### src/rtl/fft_stage_seq.sv
// Control sequencer for one radix-2 delay-feedback FFT stage.
// It drives the delay-line, butterfly, output mux and twiddle index for a stream of 16-lane beats.
module fft_stage_seq #(
   parameter int DLY   = 2,
   parameter int CNT_W = $clog2(DLY) + 1
) (
   input  logic             clk,
   input  logic             rst,
   input  logic             in_valid,
   output logic             in_ready,
   output logic             shift_en,
   output logic             bfly_en,
   output logic             dl_src,
   output logic             out_sel,
   output logic             out_valid,
   output logic [CNT_W-1:0] tw_idx,
   output logic             blk_done,
   output logic             err
);

   localparam logic [CNT_W-1:0] LAST = CNT_W'(DLY - 1);
   localparam logic [CNT_W-1:0] ONE  = CNT_W'(1);

   typedef enum logic [2:0] {
      S_IDLE,
      S_FILL,
      S_BFLY,
      S_SWAP,
      S_DRAIN
   } state_t;

   // r_state/r_cnt describe the beat whose control is on the outputs this cycle
   state_t           r_state;
   state_t           w_state_nxt;
   logic [CNT_W-1:0] r_cnt;
   logic [CNT_W-1:0] w_cnt_nxt;
   logic             w_last;
   logic             r_err;
   logic             w_err_nxt;

   logic             r_shift_en, w_shift_en;
   logic             r_bfly_en, w_bfly_en;
   logic             r_dl_src, w_dl_src;
   logic             r_out_sel, w_out_sel;
   logic             r_out_valid, w_out_valid;
   logic [CNT_W-1:0] r_tw_idx, w_tw_idx;
   logic             r_blk_done, w_blk_done;

   assign w_last = (r_cnt == LAST);

   always_comb begin
      w_state_nxt = r_state;
      w_cnt_nxt   = r_cnt;
      w_err_nxt   = r_err;
      case (r_state)
         S_IDLE: begin
            if (in_valid) begin
               w_state_nxt = S_FILL;
               w_cnt_nxt   = '0;
            end
         end
         S_FILL: begin
            if (!in_valid) begin
               w_err_nxt   = 1'b1;
               w_state_nxt = S_IDLE;
               w_cnt_nxt   = '0;
            end else if (w_last) begin
               w_state_nxt = S_BFLY;
               w_cnt_nxt   = '0;
            end else begin
               w_cnt_nxt = r_cnt + ONE;
            end
         end
         S_BFLY: begin
            // the last butterfly cycle decides between streaming on and draining
            if (w_last) begin
               w_state_nxt = in_valid ? S_SWAP : S_DRAIN;
               w_cnt_nxt   = '0;
            end else if (!in_valid) begin
               w_err_nxt   = 1'b1;
               w_state_nxt = S_IDLE;
               w_cnt_nxt   = '0;
            end else begin
               w_cnt_nxt = r_cnt + ONE;
            end
         end
         S_SWAP: begin
            if (!in_valid) begin
               w_err_nxt   = 1'b1;
               w_state_nxt = S_IDLE;
               w_cnt_nxt   = '0;
            end else if (w_last) begin
               w_state_nxt = S_BFLY;
               w_cnt_nxt   = '0;
            end else begin
               w_cnt_nxt = r_cnt + ONE;
            end
         end
         S_DRAIN: begin
            // beats offered while draining are dropped and flagged
            if (in_valid) begin
               w_err_nxt = 1'b1;
            end
            if (w_last) begin
               w_state_nxt = S_IDLE;
               w_cnt_nxt   = '0;
            end else begin
               w_cnt_nxt = r_cnt + ONE;
            end
         end
         default: begin
            w_state_nxt = S_IDLE;
            w_cnt_nxt   = '0;
         end
      endcase
   end

   always_comb begin
      w_shift_en  = (w_state_nxt != S_IDLE);
      w_bfly_en   = (w_state_nxt == S_BFLY);
      w_dl_src    = (w_state_nxt == S_BFLY);
      w_out_sel   = (w_state_nxt == S_SWAP) || (w_state_nxt == S_DRAIN);
      w_out_valid = (w_state_nxt == S_BFLY) || (w_state_nxt == S_SWAP) ||
                    (w_state_nxt == S_DRAIN);
      w_tw_idx    = (w_state_nxt == S_BFLY) ? w_cnt_nxt : '0;
      w_blk_done  = (w_state_nxt == S_DRAIN) && (w_cnt_nxt == LAST);
   end

   always_ff @(posedge clk) begin
      if (rst) begin
         r_state     <= S_IDLE;
         r_cnt       <= '0;
         r_err       <= 1'b0;
         r_shift_en  <= 1'b0;
         r_bfly_en   <= 1'b0;
         r_dl_src    <= 1'b0;
         r_out_sel   <= 1'b0;
         r_out_valid <= 1'b0;
         r_tw_idx    <= '0;
         r_blk_done  <= 1'b0;
      end else begin
         r_state     <= w_state_nxt;
         r_cnt       <= w_cnt_nxt;
         r_err       <= w_err_nxt;
         r_shift_en  <= w_shift_en;
         r_bfly_en   <= w_bfly_en;
         r_dl_src    <= w_dl_src;
         r_out_sel   <= w_out_sel;
         r_out_valid <= w_out_valid;
         r_tw_idx    <= w_tw_idx;
         r_blk_done  <= w_blk_done;
      end
   end

   assign in_ready  = (r_state != S_DRAIN);
   assign shift_en  = r_shift_en;
   assign bfly_en   = r_bfly_en;
   assign dl_src    = r_dl_src;
   assign out_sel   = r_out_sel;
   assign out_valid = r_out_valid;
   assign tw_idx    = r_tw_idx;
   assign blk_done  = r_blk_done;
   assign err       = r_err;

endmodule
### config.mk
export PLATFORM = sky130hd
export DESIGN_NAME = fft_stage_seq
export DESIGN_NICKNAME = d
export VERILOG_FILES = /design/src/rtl/fft_stage_seq.sv
export SDC_FILE = /design/constraint.sdc
export NUM_CORES = 1
export LEC_CHECK = 0
export ABC_AREA = 1
export CORE_AREA = 5 5 42 44
export DETAILED_ROUTE_END_ITERATION = 8
export DIE_AREA = 0 0 47 49
export PLACE_DENSITY = 0.72
export SLEW_MARGIN = 15
export SYNTH_ARGS = -nofsm -noshare
export SYNTH_HDL_FRONTEND = slang
export SYNTH_SLANG_ARGS = --single-unit
export TNS_END_PERCENT = 50
### constraint.sdc
create_clock -name clk -period 1.59 [get_ports clk]
set_input_delay 0.3975 -clock clk [delete_from_list [all_inputs] [get_ports clk]]
set_output_delay 0.3975 -clock clk [all_outputs]
set_load 0.03 [all_outputs]
# Word-level counts from Yosys, hierarchy flattened
# Index checks and enable logic that the tools add are counted.
[op_classes]
addsub = 1
multipliers = 0
div_mod_pow = 0
order_cmp = 0
n_eq_ne = 12
shift = 0
mux = 18
bitwise = 1
n_reduce_logical = 10
[op_table]
columns = ["operator", "n"]
rows = [
  ["3-bit 2-to-1 mux", 7],
  ["3-bit by 2-bit == test with 1-bit output (second input constant)", 4],
  ["3-bit one-hot mux with 4 select lines", 1],
  ["2-bit 2-to-1 mux", 5],
  ["2-bit one-hot mux with 4 select lines", 1],
  ["3-bit == test (second input constant)", 2],
  ["3-bit nonzero test", 2],
  ["2-bit by 1-bit == test with 1-bit output (second input constant)", 2],
  ["2-bit inequality test (second input constant)", 2],
  ["2-bit OR reduction", 2],
  ["3-bit by 1-bit == test with 1-bit output (second input constant)", 1],
  ["3-bit zero test", 1],
  ["1-bit logical OR", 3],
  ["1-bit 2-to-1 mux", 3],
  ["3-bit inequality test (second input constant)", 1],
  ["1-bit one-hot mux with 3 select lines", 1],
  ["3-bit AND reduction", 1],
  ["2-bit by 1-bit adder with 2-bit output (second input constant)", 1],
  ["1-bit logical AND", 1],
  ["1-bit NOT", 1],
]
[word_totals]
regBits = 13
latchBits = 0
ramBits = 0
rom_bits = 0
input_bits = 3
word_cells = 51
mem_count = 0

# Depth between registers and ports, before layout
# Gate-level depths: netlist of run 1.
[depth]
depth_word = 7
depth_mapped = 8

# Worst setup path after synthesis of run 1
# OpenSTA, ideal clock, no wires.
[synth_path]
path_kind = "register -> register"
startpoint = "reg r_cnt[1]"
endpoint = "reg r_out_valid, in the netlist out_valid"
arrival_ps = 1121
t_required_ps = 1475
path_slack_ps = 354
stages_incl_launch_ff = 9
path_cell_list = "dfxtp_1 -> inv_1 -> ha_1 -> inv_1 -> nand2_1 -> nand3_1 -> clkinv_1 -> o21ai_0 -> inv_1"
[synth_via]
elab_chain_cells = 7
word_cells_on_any_way = 11
classes_between = "eq/ne: 4; mux: 5; reduce/logical: 2"
[synth_rtl]
columns = ["item", "line", "text"]
rows = [
  ["from (decl)", "35", "logic [CNT_W-1:0] r_cnt;"],
  ["from (signal assigned)", "143", "r_cnt <= w_cnt_nxt;"],
  ["2-bit by 1-bit == test with 1-bit output *", "49", "assign w_last = (r_cnt == LAST);"],
  ["3-bit 2-to-1 mux", "67, 92", ""],
  ["3-bit 2-to-1 mux", "63", "if (!in_valid) begin"],
  ["3-bit one-hot mux with 4 select lines *", "55", "case (r_state)"],
  ["3-bit by 2-bit == test with 1-bit output", "123", "w_out_valid = (w_state_nxt == S_BFLY) || (w_state_nxt == S_SWAP) ||"],
  ["1-bit logical OR", "123", ""],
  ["1-bit logical OR *", "123", ""],
  ["to (signal assigned)", "149", "r_out_valid <= w_out_valid;"],
  ["to (decl)", "45", "logic r_out_valid, w_out_valid;"],
]
# Every way passes the cells marked *; elsewhere a longest branch is shown, timed or not.
# A chain may end at the register's enable or synchronous reset.

# Worst setup path after layout of run 1
[layout_path]
startpoint = "reg r_state[0]"
endpoint = "out in_ready"
[layout_via]
elab_chain_cells = 1
[layout_rtl]
columns = ["item", "line", "text"]
rows = [
  ["from (decl)", "33", "state_t r_state;"],
  ["from (signal assigned)", "142", "r_state <= w_state_nxt;"],
  ["3-bit inequality test", "155", "assign in_ready = (r_state != S_DRAIN);"],
  ["to (decl)", "10", "output logic in_ready,"],
]
# No other way between the ends.

==> results.toml, run 1 <==
[status]
status = "finished, final reports clean"

[layout]
layout_commonest_cell = "nand2_1"
area_growth_pct = 26.3
drive_gt1_share_pct = 9.00
diodes = 0
final_cell_mix = "nand2_1 (15), inv_1 (14), nor2_1 (13), nand3_1 (13), dfxtp_1 (13)"
finalNetCount = 106
fin_cells = 116

[worst_setup_path]
worst_setup_path_end_kind = "output port"
cp_data_arrival_time_ns = 1.10
start_kind = "flip-flop"
r2r_start = "r_cnt[1]"
r2r-end = "out_valid"
cp.required_ns = 1.19
cp_max_fo = 6
critPathKind = "reg2out"
r2r_cells = 8
reg2reg_slack_ns = 0.14

[clock_tree]
clock_sinks = 13
ctsHoldBuffers = 0
cts-root-buf = "clkbuf_4"
cts_made_buffers = 3
clk_latency_ns = 0.27
htree_levels = 1
cts.path.max_buffers = 2
tritoncts = "done"
clk_pin_slew_ns = 0.08

[drt]
routed_wl_um = 1240
dr.pass1.iters = 4
drc = 0
wl_per_cell_um = 10.7
viasPerCell = 4.84
drt_iter0_drc = 15
route.antenna.remaining_nets = 0
vias = 562

[hold_path]
min-delay-start = "err"
holdPathEnd = "err"
whs_path_depth = 2
holdCritPathClass = "reg2reg"

[floorplanning]
die_w_um = 47
dieHeight_um = 49
io-pin-count = 13
start_util_pct = 42.5
die_area_sq_um = 2300
core_sq_um = 1400
rows = 14

[global_routing]
grt_start_max_net_pins = 8
grt_use_total_pct = 12.3
grt_pass1_vias = 499
grt_pass1_wl_um = 2020
grt_overflow = 0
grt_antenna_before_repair = 0

[power_and_ir_drop]
p_total_mw = 0.617
pwr_density_cell_nw_per_um2 = 821
power.leakage_nw = 0.390
irDropWorstVdd_v = 0.000692

[sta]
slew_violations = 0
min_period_ns = 1.50
finalCritPeriodShare_pct = 94.4
max_freq_ghz = 0.666
skew_ns = 0.00601
hold_violations = 0
rsz0062_at_grt = "no"
setup_violations = 0
worst_pin_slew_ns = 0.305
max_slew_margin_pct = 79.8

[logic_synthesis]
synth_fp_nets = 89
yosysWarnings = 0
synth-seq-cells = 13
netlist_area_sq_um = 596
netlist_instances = 84
avgSynthCellArea_sq_um = 7.09
yosysSeqAreaShare_pct = 43.7
ys_top_cells_by_area = "dfxtp_1 (44%), nand3_1 (11%), nand2_1 (9.5%)"
yosys.area.top_type = "dfxtp_1"
synth.lib_cells_used.distinct = 16
yosys.area.top_type_share_pct = 43.7

[place]
dp_hpwl_um = 910
place_inst = 112
portBuffers = 12
gp_congestion = 0.780

[flow_run]
drv_cap = 0
## critical path, cell delays in order (launching register included)
cell	delay (ns)
dfxtp_1	0.37
nor2_4	0.18
nand2_1	0.10
buf_4	0.18
## power by group
group	total [mW]	internal (mW)	switching (mW)
logic	0.0768	0.0283	0.0485
clock network	0.201	0.0972	0.104
registers	0.340	0.333	0.00636
total	0.617	0.459	0.158
## cells in the mapped netlist
cell type   n
nand2_1    15
clkinv_1    1
dfxtp_1    13
ha_1        2
o21ai_0     3
and2_1      1
nor2_4      1
inv_1      14
nand4_1     1
buf_1       1
nor2_2      1
nor2_1     13
a21oi_1     3
nand4_2     1
buf_4       1
nand3_1    13
## repair_timing
action	4_1_cts	5_1_grt
setup buffers	0	0
setup endpoints to repair	9	0
gates resized for setup	9	0
## through the flow
stage	instance area [sq um]	hold WS [ns]	utilization, %	setup TNS (ns)	worst slack [ns]
2_1_floorplan	596	0.575	-	0	0.354
3_3_place_gp	737	0.438	52.6	-0.00326	-0.00326
3_5_place_dp	737	0.444	52.6	-0.0217	-0.0217
4_1_cts	752	0.454	53.7	0	0.0886
5_1_grt	752	0.478	53.7	0	0.0455
6_report	752	0.457	53.7	0	0.0891
## state kept, by name, indices dropped and copies added, names as in the netlist
register,flops
shift_en,1
out_valid,1
r_state,3
err,1
dl_src,1
out_sel,1
r_cnt,2
tw_idx,2
blk_done,1
## area by class of cell
| class | count | area, sq um |
|---|---|---|
| Multi-Input combinational cell | 54 | 268 |
| Clock buffer | 4 | 26.3 |
| Tap cell | 16 | 20.0 |
| Inverter | 15 | 56.3 |
| Sequential cell | 13 | 260 |
| Timing Repair Buffer | 14 | 121 |
| Fill cell | 144 | 649 |
## worst max-delay path by stage
stage | slack [ns] | to | startpoint
after CTS | 0.09 | in_ready | r_state[0]
after floorplan | 0.35 | out_valid | r_cnt[1]
final | 0.09 | in_ready | r_state[0]
after detailed placement | -0.02 | out_valid | in_valid
after global routing | 0.05 | in_ready | r_state[1]
after global placement | -0.003 | out_valid | in_valid
## per-layer routing
layer / vias to the layer above / track usage, % / part of all wire (%)
li1: 293 / - / -
met1: 245 / 14.7 / 45
met2: 20 / 18.1 / 47
met3: 4 / 5.90 / 6.8
met4: 0 / 5.53 / 2.0
met5: - / 0 / 0
## kinds of logic (layout without fill, tap and decap cells)
group | count (synthesis) | count (layout) | synth area share [%]
compound gates | 6 | 6 | 5.04
fa+ha+maj | 2 | 2 | 4.20
buf+inv | 17 | 33 | 11.3
flops | 13 | 13 | 43.7
simple gates | 46 | 46 | 35.7
(Power assumes the default switching activity.)
==> run 2: changes to the inputs <==
- HOLD_SLACK_MARGIN: not set -> 0.06
==> results of run 2 <==
Final layout, timing and power as in run 1 (identical DEF).
